[src/rtl/jpeg_uart_tx.sv]
// JPEG byte-stream output stage: valid/ready input into a small FIFO, drained as 8N1 UART frames.
// Optional even-parity bit (8E1 framing) is enabled by defining UART_PARITY_EN.
module jpeg_uart_tx #(
   parameter int CLK_FRE    = 50,
   parameter int BAUD_RATE  = 115200,
   parameter int FIFO_DEPTH = 16
) (
   input  logic                          sys_clk,
   input  logic                          rst,
   input  logic                          in_valid,
   output logic                          in_ready,
   input  logic [7:0]                    in_data,
   input  logic                          in_last,
   output logic                          uart_tx,
   output logic                          busy,
   output logic [$clog2(FIFO_DEPTH):0]   fifo_level,
   output logic                          frame_done
);

   localparam int CYCLE = CLK_FRE * 1000000 / BAUD_RATE;
   localparam int AW    = $clog2(FIFO_DEPTH);
   localparam int LW    = AW + 1;
   localparam int CW    = (CYCLE > 1) ? $clog2(CYCLE) : 1;
   localparam logic [CW-1:0] CNT_MAX  = CW'(CYCLE - 1);
   localparam logic [LW-1:0] LVL_FULL = LW'(FIFO_DEPTH);

`ifdef UART_PARITY_EN
   typedef enum logic [2:0] {
      S_IDLE   = 3'd0,
      S_START  = 3'd1,
      S_DATA   = 3'd2,
      S_PARITY = 3'd3,
      S_STOP   = 3'd4
   } state_t;
`else
   typedef enum logic [2:0] {
      S_IDLE  = 3'd0,
      S_START = 3'd1,
      S_DATA  = 3'd2,
      S_STOP  = 3'd4
   } state_t;
`endif

   // Handshake: a byte moves on a rising edge with in_valid && in_ready; in_ready
   // depends only on the registered level, and the source holds data while stalled.

   // FIFO storage and bookkeeping; entries are {last, data}
   logic [8:0]    mem_q [FIFO_DEPTH];
   logic [AW-1:0] wr_ptr_q, wr_ptr_d;
   logic [AW-1:0] rd_ptr_q, rd_ptr_d;
   logic [LW-1:0] level_q, level_d;
   logic          push;
   logic          pop;
   logic          fifo_empty;
   logic [8:0]    rd_entry;

   // Serialiser state
   state_t        state_q, state_d;
   logic [CW-1:0] cnt_q, cnt_d;
   logic [2:0]    bit_q, bit_d;
   logic [7:0]    data_q, data_d;
   logic          last_q, last_d;
   logic          tx_q, tx_d;
   logic          busy_q, busy_d;
   logic          done_q, done_d;
   logic          cnt_end;

   assign in_ready   = (level_q != LVL_FULL);
   assign push       = in_valid && in_ready;
   assign fifo_empty = (level_q == '0);
   assign rd_entry   = mem_q[rd_ptr_q];
   assign cnt_end    = (cnt_q == CNT_MAX);

   always_comb begin
      wr_ptr_d = push ? wr_ptr_q + AW'(1) : wr_ptr_q;
      rd_ptr_d = pop  ? rd_ptr_q + AW'(1) : rd_ptr_q;
      case ({push, pop})
         2'b10:   level_d = level_q + LW'(1);
         2'b01:   level_d = level_q - LW'(1);
         default: level_d = level_q;
      endcase
   end

   always_ff @(posedge sys_clk) begin
      if (push) begin
         mem_q[wr_ptr_q] <= {in_last, in_data};
      end
   end

   // State register: FIFO pointers and all serialiser registers
   always_ff @(posedge sys_clk) begin
      if (rst) begin
         wr_ptr_q <= '0;
         rd_ptr_q <= '0;
         level_q  <= '0;
         state_q  <= S_IDLE;
         cnt_q    <= '0;
         bit_q    <= '0;
         data_q   <= '0;
         last_q   <= 1'b0;
         tx_q     <= 1'b1;
         busy_q   <= 1'b0;
         done_q   <= 1'b0;
      end else begin
         wr_ptr_q <= wr_ptr_d;
         rd_ptr_q <= rd_ptr_d;
         level_q  <= level_d;
         state_q  <= state_d;
         cnt_q    <= cnt_d;
         bit_q    <= bit_d;
         data_q   <= data_d;
         last_q   <= last_d;
         tx_q     <= tx_d;
         busy_q   <= busy_d;
         done_q   <= done_d;
      end
   end

   // Next-state logic; the STOP exit pops directly into START so frames stay contiguous
   always_comb begin
      state_d = state_q;
      cnt_d   = cnt_end ? '0 : cnt_q + CW'(1);
      bit_d   = bit_q;
      data_d  = data_q;
      last_d  = last_q;
      pop     = 1'b0;
      case (state_q)
         S_IDLE: begin
            cnt_d = '0;
            if (!fifo_empty) begin
               pop     = 1'b1;
               state_d = S_START;
            end
         end
         S_START: begin
            if (cnt_end) begin
               state_d = S_DATA;
               bit_d   = 3'd0;
            end
         end
         S_DATA: begin
            if (cnt_end) begin
               if (bit_q == 3'd7) begin
`ifdef UART_PARITY_EN
                  state_d = S_PARITY;
`else
                  state_d = S_STOP;
`endif
               end else begin
                  bit_d = bit_q + 3'd1;
               end
            end
         end
`ifdef UART_PARITY_EN
         S_PARITY: begin
            if (cnt_end) begin
               state_d = S_STOP;
            end
         end
`endif
         S_STOP: begin
            if (cnt_end) begin
               if (!fifo_empty) begin
                  pop     = 1'b1;
                  state_d = S_START;
               end else begin
                  state_d = S_IDLE;
               end
            end
         end
         default: state_d = S_IDLE;
      endcase
      if (pop) begin
         data_d = rd_entry[7:0];
         last_d = rd_entry[8];
      end
   end

   // Output logic: line level and flags are registered from the next state
   always_comb begin
      case (state_d)
         S_START:  tx_d = 1'b0;
         S_DATA:   tx_d = data_d[bit_d];
`ifdef UART_PARITY_EN
         S_PARITY: tx_d = ^data_d;
`endif
         default:  tx_d = 1'b1;
      endcase
      busy_d = (state_d != S_IDLE) || (level_d != '0);
      done_d = (state_q == S_STOP) && cnt_end && last_q;
   end

   assign uart_tx    = tx_q;
   assign busy       = busy_q;
   assign fifo_level = level_q;
   assign frame_done = done_q;

endmodule

[config.mk]
export PLATFORM = sky130hd
export DESIGN_NAME = jpeg_uart_tx
export DESIGN_NICKNAME = d
export VERILOG_FILES = /design/src/rtl/jpeg_uart_tx.sv
export SDC_FILE = /design/constraint.sdc
export NUM_CORES = 1
export LEC_CHECK = 0
export CAP_MARGIN = 20
export CORE_MARGIN = 2
export CORE_UTILIZATION = 45
export CTS_BUF_LIST = sky130_fd_sc_hd__clkbuf_8
export DETAILED_ROUTE_END_ITERATION = 10
export PLACE_DENSITY = 0.63
export SLEW_MARGIN = 25
export SYNTH_ARGS = -nofsm -noshare
export SYNTH_HDL_FRONTEND = slang
export SYNTH_SLANG_ARGS = --single-unit
[constraint.sdc]
create_clock -name sys_clk -period 3.2 [get_ports sys_clk]
set_input_delay 0.64 -clock sys_clk [delete_from_list [all_inputs] [get_ports sys_clk]]
set_output_delay 0.64 -clock sys_clk [all_outputs]
set_load 0.02 [all_outputs]
==> results of run 1 <==
cell families (layout without fill, tap and decap cells):
| group | count (synthesis) | count (layout) |
|---|---|---|
| flops | 188 | 188 |
| fa+ha+maj | 11 | 11 |
| simple gates | 140 | 140 |
| compound gates | 48 | 48 |
| xor+xnor | 19 | 19 |
| mux | 55 | 55 |
| buf+inv | 37 | 92 |
cells in the final DEF (no fill, tap or decap), drive strengths merged, types with 3 or more instances in the layout:
| master | n |
|---|---|
| nor2 | 59 |
| nor2b | 7 |
| xnor2 | 8 |
| mux2 | 4 |
| dfxtp | 44 |
| nand2 | 29 |
| a21oi | 16 |
| mux4 | 36 |
| buf | 28 |
| edfxtp | 144 |
| nand3 | 7 |
| inv | 19 |
| nand2b | 9 |
| ha | 11 |
| o22ai | 6 |
| nand4 | 6 |
| nor3 | 9 |
| xor2 | 11 |
| clkbuf | 17 |
| clkinv | 6 |
| clkdlybuf4s50 | 20 |
| mux2i | 15 |
| o21ai | 3 |
final cells by class:
cell class | count | area [µm²] | area share, %
timing repair buffer | 48 | 435 | 5.01
inverter | 12 | 45.0 | 0.518
tap | 220 | 275 | 3.17
sequential | 188 | 5210 | 60.0
clock inverter | 15 | 114 | 1.31
multi-input combinational | 273 | 2380 | 27.3
clock buffer | 17 | 234 | 2.69
power groups by stage:
stage	clock network [mW]	logic [mW]	registers [mW]
2_1_floorplan	0	1.29	2.96
3_3_place_gp	0	1.68	3.00
3_5_place_dp	0	1.71	3.01
4_1_cts	1.44	1.72	2.95
5_1_grt	1.54	1.93	2.98
6_report	1.40	1.76	2.95
state kept, by name, indices dropped and copies added, names as in the netlist, named ones only:
name	cells
rd_ptr_q	4
cnt_q	9
busy	1
frame_done	1
data_q	8
uart_tx	1
wr_ptr_q	4
fifo_level	5
bit_q	3
last_q	1
mem_q	144
state_q	3
through the flow:
stage | total power, mW | instance area (µm²) | hold WS [ps] | worst slack, ps | utilization [%]
2_1_floorplan | 4.24 | 7730 | 423 | 2.86 | -
3_3_place_gp | 4.68 | 8290 | 461 | 141 | 49.8
3_5_place_dp | 4.72 | 8290 | 467 | 11.3 | 49.8
4_1_cts | 6.11 | 8650 | 480 | 31.5 | 52.0
5_1_grt | 6.45 | 8690 | 505 | 38.4 | 52.2
6_report | 6.11 | 8690 | 473 | 247 | 52.2
critical path, stage by stage, from the launching register on:
cell	delay, ps
dfxtp_1	410
ha_1	190
and4b_2	310
a21oi_4	80
or2_4	280
inv_2	80
buf_4	210
ha_1	320
nor3b_1	250
a21oi_1	60
o22ai_1	130
nand2b_1	70
a21oi_1	160
xnor2_1	160
a31oi_1	110
final timing paths:
kind / start / end / depth (start not counted)
setup / recovery: cnt_q[0] / busy / 14
hold reg to reg: last_q / last_q / 2
setup reg to reg: cnt_q[0] / busy / 14
hold / removal: last_q / last_q / 2
timing repair:
action / in CTS / in global routing
resized for setup: 1 / 7
pin swaps: 0 / 2
hold endpoints to repair: 0 / 0
setup buffers: 0 / 2
setup endpoints to repair: 1 / 2
per-layer routing:
layer	part of all wire, %	vias up	GRT usage [%]
met5	0	-	0
li1	-	1986	-
met3	5.9	20	4.84
met1	43	2150	23.8
met4	1.7	0	6.08
met2	49	130	30.0
==> summary.txt, run 1 <==
Worst setup path
  – Worst Path Max Fanout: 13
  – Critical path endpoint category: flip-flop
  – R2r setup slk: about 250 ps
  – Worst endpoint data arrival time: 3290 ps
  – Critical path required time: around 3500 ps
  – Critical path type: reg2reg
  – Critical path startpoint category: flip-flop

Timing
  – Worst-Margin Slew: 645 ps
  – Max-slew violations: 0
  – Final Hold Viols: 0
  – Max Freq: 339 MHz
  – Clk_skew: around 8.5 ps
  – Min Clock Period, post-route: slightly below 3000 ps
  – Final setup violation count: 0
  – Unrepaired setup endpoints after global routing: false
  – Final worst path period share: just over 90%
  – Setup_tns: 0 ps
  – Rel. slew slack: a little under three fifths

Yosys
  – Mapped Area: approximately 0.0077 mm²
  – Adder-Cell Fraction of Synth Area: around 1.8%
  – Post-synthesis sequential area ratio: roughly two thirds
  – Compound-cell area share of the yosys netlist: about 4.4%
  – Distinct cells, synth: 59
  – Multiplexer share of the synthesized area: 13.3%
  – Commonest cells in the netlist: edfxtp_1 (144), nor2_1 (59), dfxtp_1 (44)
  – Post-Synthesis Mean Instance Area: between 15 and 20 µm²
  – Post-synth ARST share: 0%
  – Ys flop type: edfxtp_1
  – Flops & latches, synth: 188
  – Top area cells in the synthesized netlist: edfxtp_1 (56%), dfxtp_1 (11%), mux4_2 (9.1%)
  – Post-synth EDFFs: between 100 and 150
  – Mapped Nets: ~520
  – Simple-gate share of the synthesized area: under 10%
  – Yosys warning count: 0
  – Leading area contributor after synthesis: edfxtp_1
  – Top-count cell post-synth: edfxtp_1
  – Largest family of logic cells by synthesized area: multiplexers
  – Synth Area in XOR/XNOR: 2.16%
  – Synth Instances: 498
  – Synth top area share: between 50% and 60%

CTS
  – Root buffer cell: clkbuf_8
  – Clock Path Buffers: 2
  – TritonCTS clock tree: done
  – Skew-Pair Late Insertion Delay: about 460 ps
  – Num CTS Buffers: 17
  – Clock tree sinks: between 150 and 200
  – Hold Buf Count CTS: 0
  – Htree depth: 4
  – Clock transition at path regs: roughly 90 ps

Pwr
  – Logic pwr share: 28.8%
  – Psw: roughly 1.9 mW
  – Switching share of power: between 30% and 40%
  – Int Power: 4.20 mW
  – Clock Power Share: a little under a quarter
  – P_leak: about 2.9 nW
  – Worst IR drop on VDD: between 0.3 and 0.4 mV
  – Seq pwr share: 48.3%
  – Power Density: approximately 700 mW/mm²

Global routing
  – Vias in the first global route: 4276
  – Largest net degree at the start of global routing: 35
  – GR Overflow Total: 0
  – First-pass GRT wire length: about 24 mm
  – Initial antenna violation count: 0
  – Global Route Usage Sum: between 10% and 20%

Detailed routing
  – Wire per inst: between 15 and 20 µm
  – DR vias/cell: around 5.5
  – DRC errors left: 0
  – Iter 0 DRT Violations: 393
  – Antenna-violating nets left: 0
  – Total number of vias: about 4.3k
  – Post-Route WL: between 15 and 20 mm
  – TritonRoute pass-1 iters: 5

Min path
  – HP Class: reg2reg

Layout
  – Number of diodes: 0
  – Fin nets: roughly 560
  – Post-route insts no fill: between 700 and 800
  – Layout cells sized above 1: around a fifth
  – P&R area growth vs syn: 12.7%
  – Fillers: ~1.4k

Floorplan
  – I/O Pins: 21
  – Die area: between 0.015 and 0.02 mm²
  – Chip width: 135 µm
  – Placeable Area: roughly 0.017 mm²
  – Initial Util: between 40% and 50%
  – Row cnt: 47
  – Die height: between 100 and 150 µm

Outcome
  – Status: finished, final reports clean

Placed design
  – Dpl hpwl: 9.78 mm
  – Inst Count DP: 739
  – Port bufs: 20
  – RD Place Congestion: about 0.84

Job
  – Max cap viols: 0
(Power assumes the default switching activity.)
==> run 2, diff against run 1 <==
Settings changed: PLACE_DENSITY 0.63 to 0.6, SLEW_MARGIN 25 to default.
Clock period 3.2 ns to 3.3 ns, I/O delays scaled along.
==> summary.txt, run 2 (synthesis gave the netlist of run 1 again) <==
CTS
  – Clock tree sinks: around 190
  – TritonCTS clock tree: done
  – Post-CTS Resized: 0
  – Htree depth: 4
  – Skew-Pair Late Insertion Delay: 460 ps
  – Clock transition at path regs: around 100 ps
  – Root buffer cell: clkbuf_8
  – Num CTS Buffers: 17
  – Hold Buf Count CTS: 0
  – Clock Path Buffers: 2
  – Postcts setup bufs: 0

Timing
  – Max Freq: 335 MHz
  – Final worst path period share: roughly 91%
  – Rel. slew slack: roughly 55%
  – Unrepaired setup endpoints after global routing: false
  – Final setup violation count: 0
  – Setup_tns: 0 ps
  – Max-slew violations: 0
  – Clk_skew: between 15 and 20 ps
  – Worst hold slack: between 400 and 500 ps
  – Worst-Margin Slew: around 670 ps
  – Min Clock Period, post-route: about 3000 ps
  – Final Hold Viols: 0

Detailed routing
  – DRC errors left: 0
  – Iter 0 DRT Violations: roughly 340
  – Wire per inst: about 20 µm
  – Post-Route WL: 15.3 mm
  – TritonRoute pass-1 iters: 6
  – DR vias/cell: ~5.5
  – Total number of vias: between 4k and 5k
  – Antenna-violating nets left: 0

Placed design
  – Dpl hpwl: just over 10 mm
  – RD Place Congestion: between 0.8 and 0.9
  – Inst Count DP: approximately 750
  – Port bufs: 20

Layout
  – Top reg by flops: mem_q
  – Post-route insts no fill: 777
  – Top flop regs: mem_q: 144 flops, cnt_q: 9 flops, data_q: 8 flops
  – Most frequent cells in the layout: edfxtp_1 (144), nor2_1 (59), dfxtp_1 (42)
  – Max reg flops: approximately 140
  – Fin nets: 567
  – Most common cell after layout, fill and taps aside: edfxtp_1
  – P&R area growth vs syn: 12.7%
  – Utilization after layout: 52.2%
  – Number of diodes: 0
  – Layout cells sized above 1: about a fifth

Global routing
  – First-pass GRT wire length: roughly 24 mm
  – Global Route Usage Sum: about 18%
  – GR Overflow Total: 0
  – Vias in the first global route: 4182
  – Largest net degree at the start of global routing: 34
  – Initial antenna violation count: 0

Worst setup path
  – Critical path required time: ~3600 ps
  – Critical path endpoint category: flip-flop
  – R2R depth: 16
  – Critical path startpoint category: flip-flop
  – Worst endpoint data arrival time: 3320 ps
  – Worst Path Max Fanout: 5
  – Critical path type: reg2reg

Pwr
  – Worst IR drop on VDD: around 0.45 mV
  – P_leak: approximately 2.9 nW
  – Power Density: slightly below 700 mW/mm²

Floorplan
  – Die area: around 0.018 mm²
  – I/O Pins: 21
  – Chip width: 135 µm
  – Row cnt: 47
  – Initial Util: a little under half
  – Placeable Area: between 0.015 and 0.02 mm²
  – Die height: approximately 130 µm

Outcome
  – Status: finished, final reports clean

Min path
  – WHS Path Cells: 2
  – HP Class: reg2reg

Job
  – Max cap viols: 0
## run 2: metal layers
metal | GRT usage, % | routed length (µm)
met1 | 23.5 | 6780
met2 | 29.9 | 7780
met3 | 4.43 | 672
met4 | 4.15 | 116
met5 | 0 | 0
## run 2: critical path: stages (launching register included)
cell and delay [ps]:
dfxtp_1 380, inv_1 60, ha_1 180, and4b_1 260, a21oi_1 320, or2_2 230, inv_2 50, ha_1 190
xor2_1 140, ha_1 190, nor2b_1 170, a21oi_1 80, o22ai_1 130, nand2b_1 70, a21oi_1 150, xnor2_1 160
a31oi_1 110
## run 2: cell type report
cell class | count | area (µm²)
Sequential cell | 188 | 5210
Multi-Input combinational cell | 273 | 2340
Timing Repair Buffer | 52 | 440
Clock buffer | 17 | 234
Clock inverter | 15 | 144
Inverter | 12 | 45.0
Fill cell | 1359 | 7960
Tap cell | 220 | 275
## run 2: worst paths after layout
check                           startpoint  slack, ps         end
worst max-delay path              cnt_q[1]        310        busy
worst min-delay path                last_q        460  frame_done
worst max register to register    cnt_q[1]        310        busy
worst min register to register      last_q        460  frame_done
## run 2: stage by stage
step                      power, mW  cell area (µm²)  setup slack, ps
after CTS                      5.98             8680              297
final                          5.92             8680              313
after floorplan                4.09             7710             5.91
after global routing           6.22             8680             1.10
after global placement         4.52             8310              388
after detailed placement       4.55             8310              297
## run 2: power by group
group | internal (mW) | total (mW) | switching [mW]
Sequential | 2.71 | 2.86 | 0.150
Combinational | 0.779 | 1.62 | 0.842
Clock | 0.561 | 1.44 | 0.880
==> run 3, diff against run 2 <==
Settings changed: GPL_ROUTABILITY_DRIVEN from default to 0.
==> results of run 3 <==
Same layout as run 2: the final DEF is identical, and so are final timing and power.
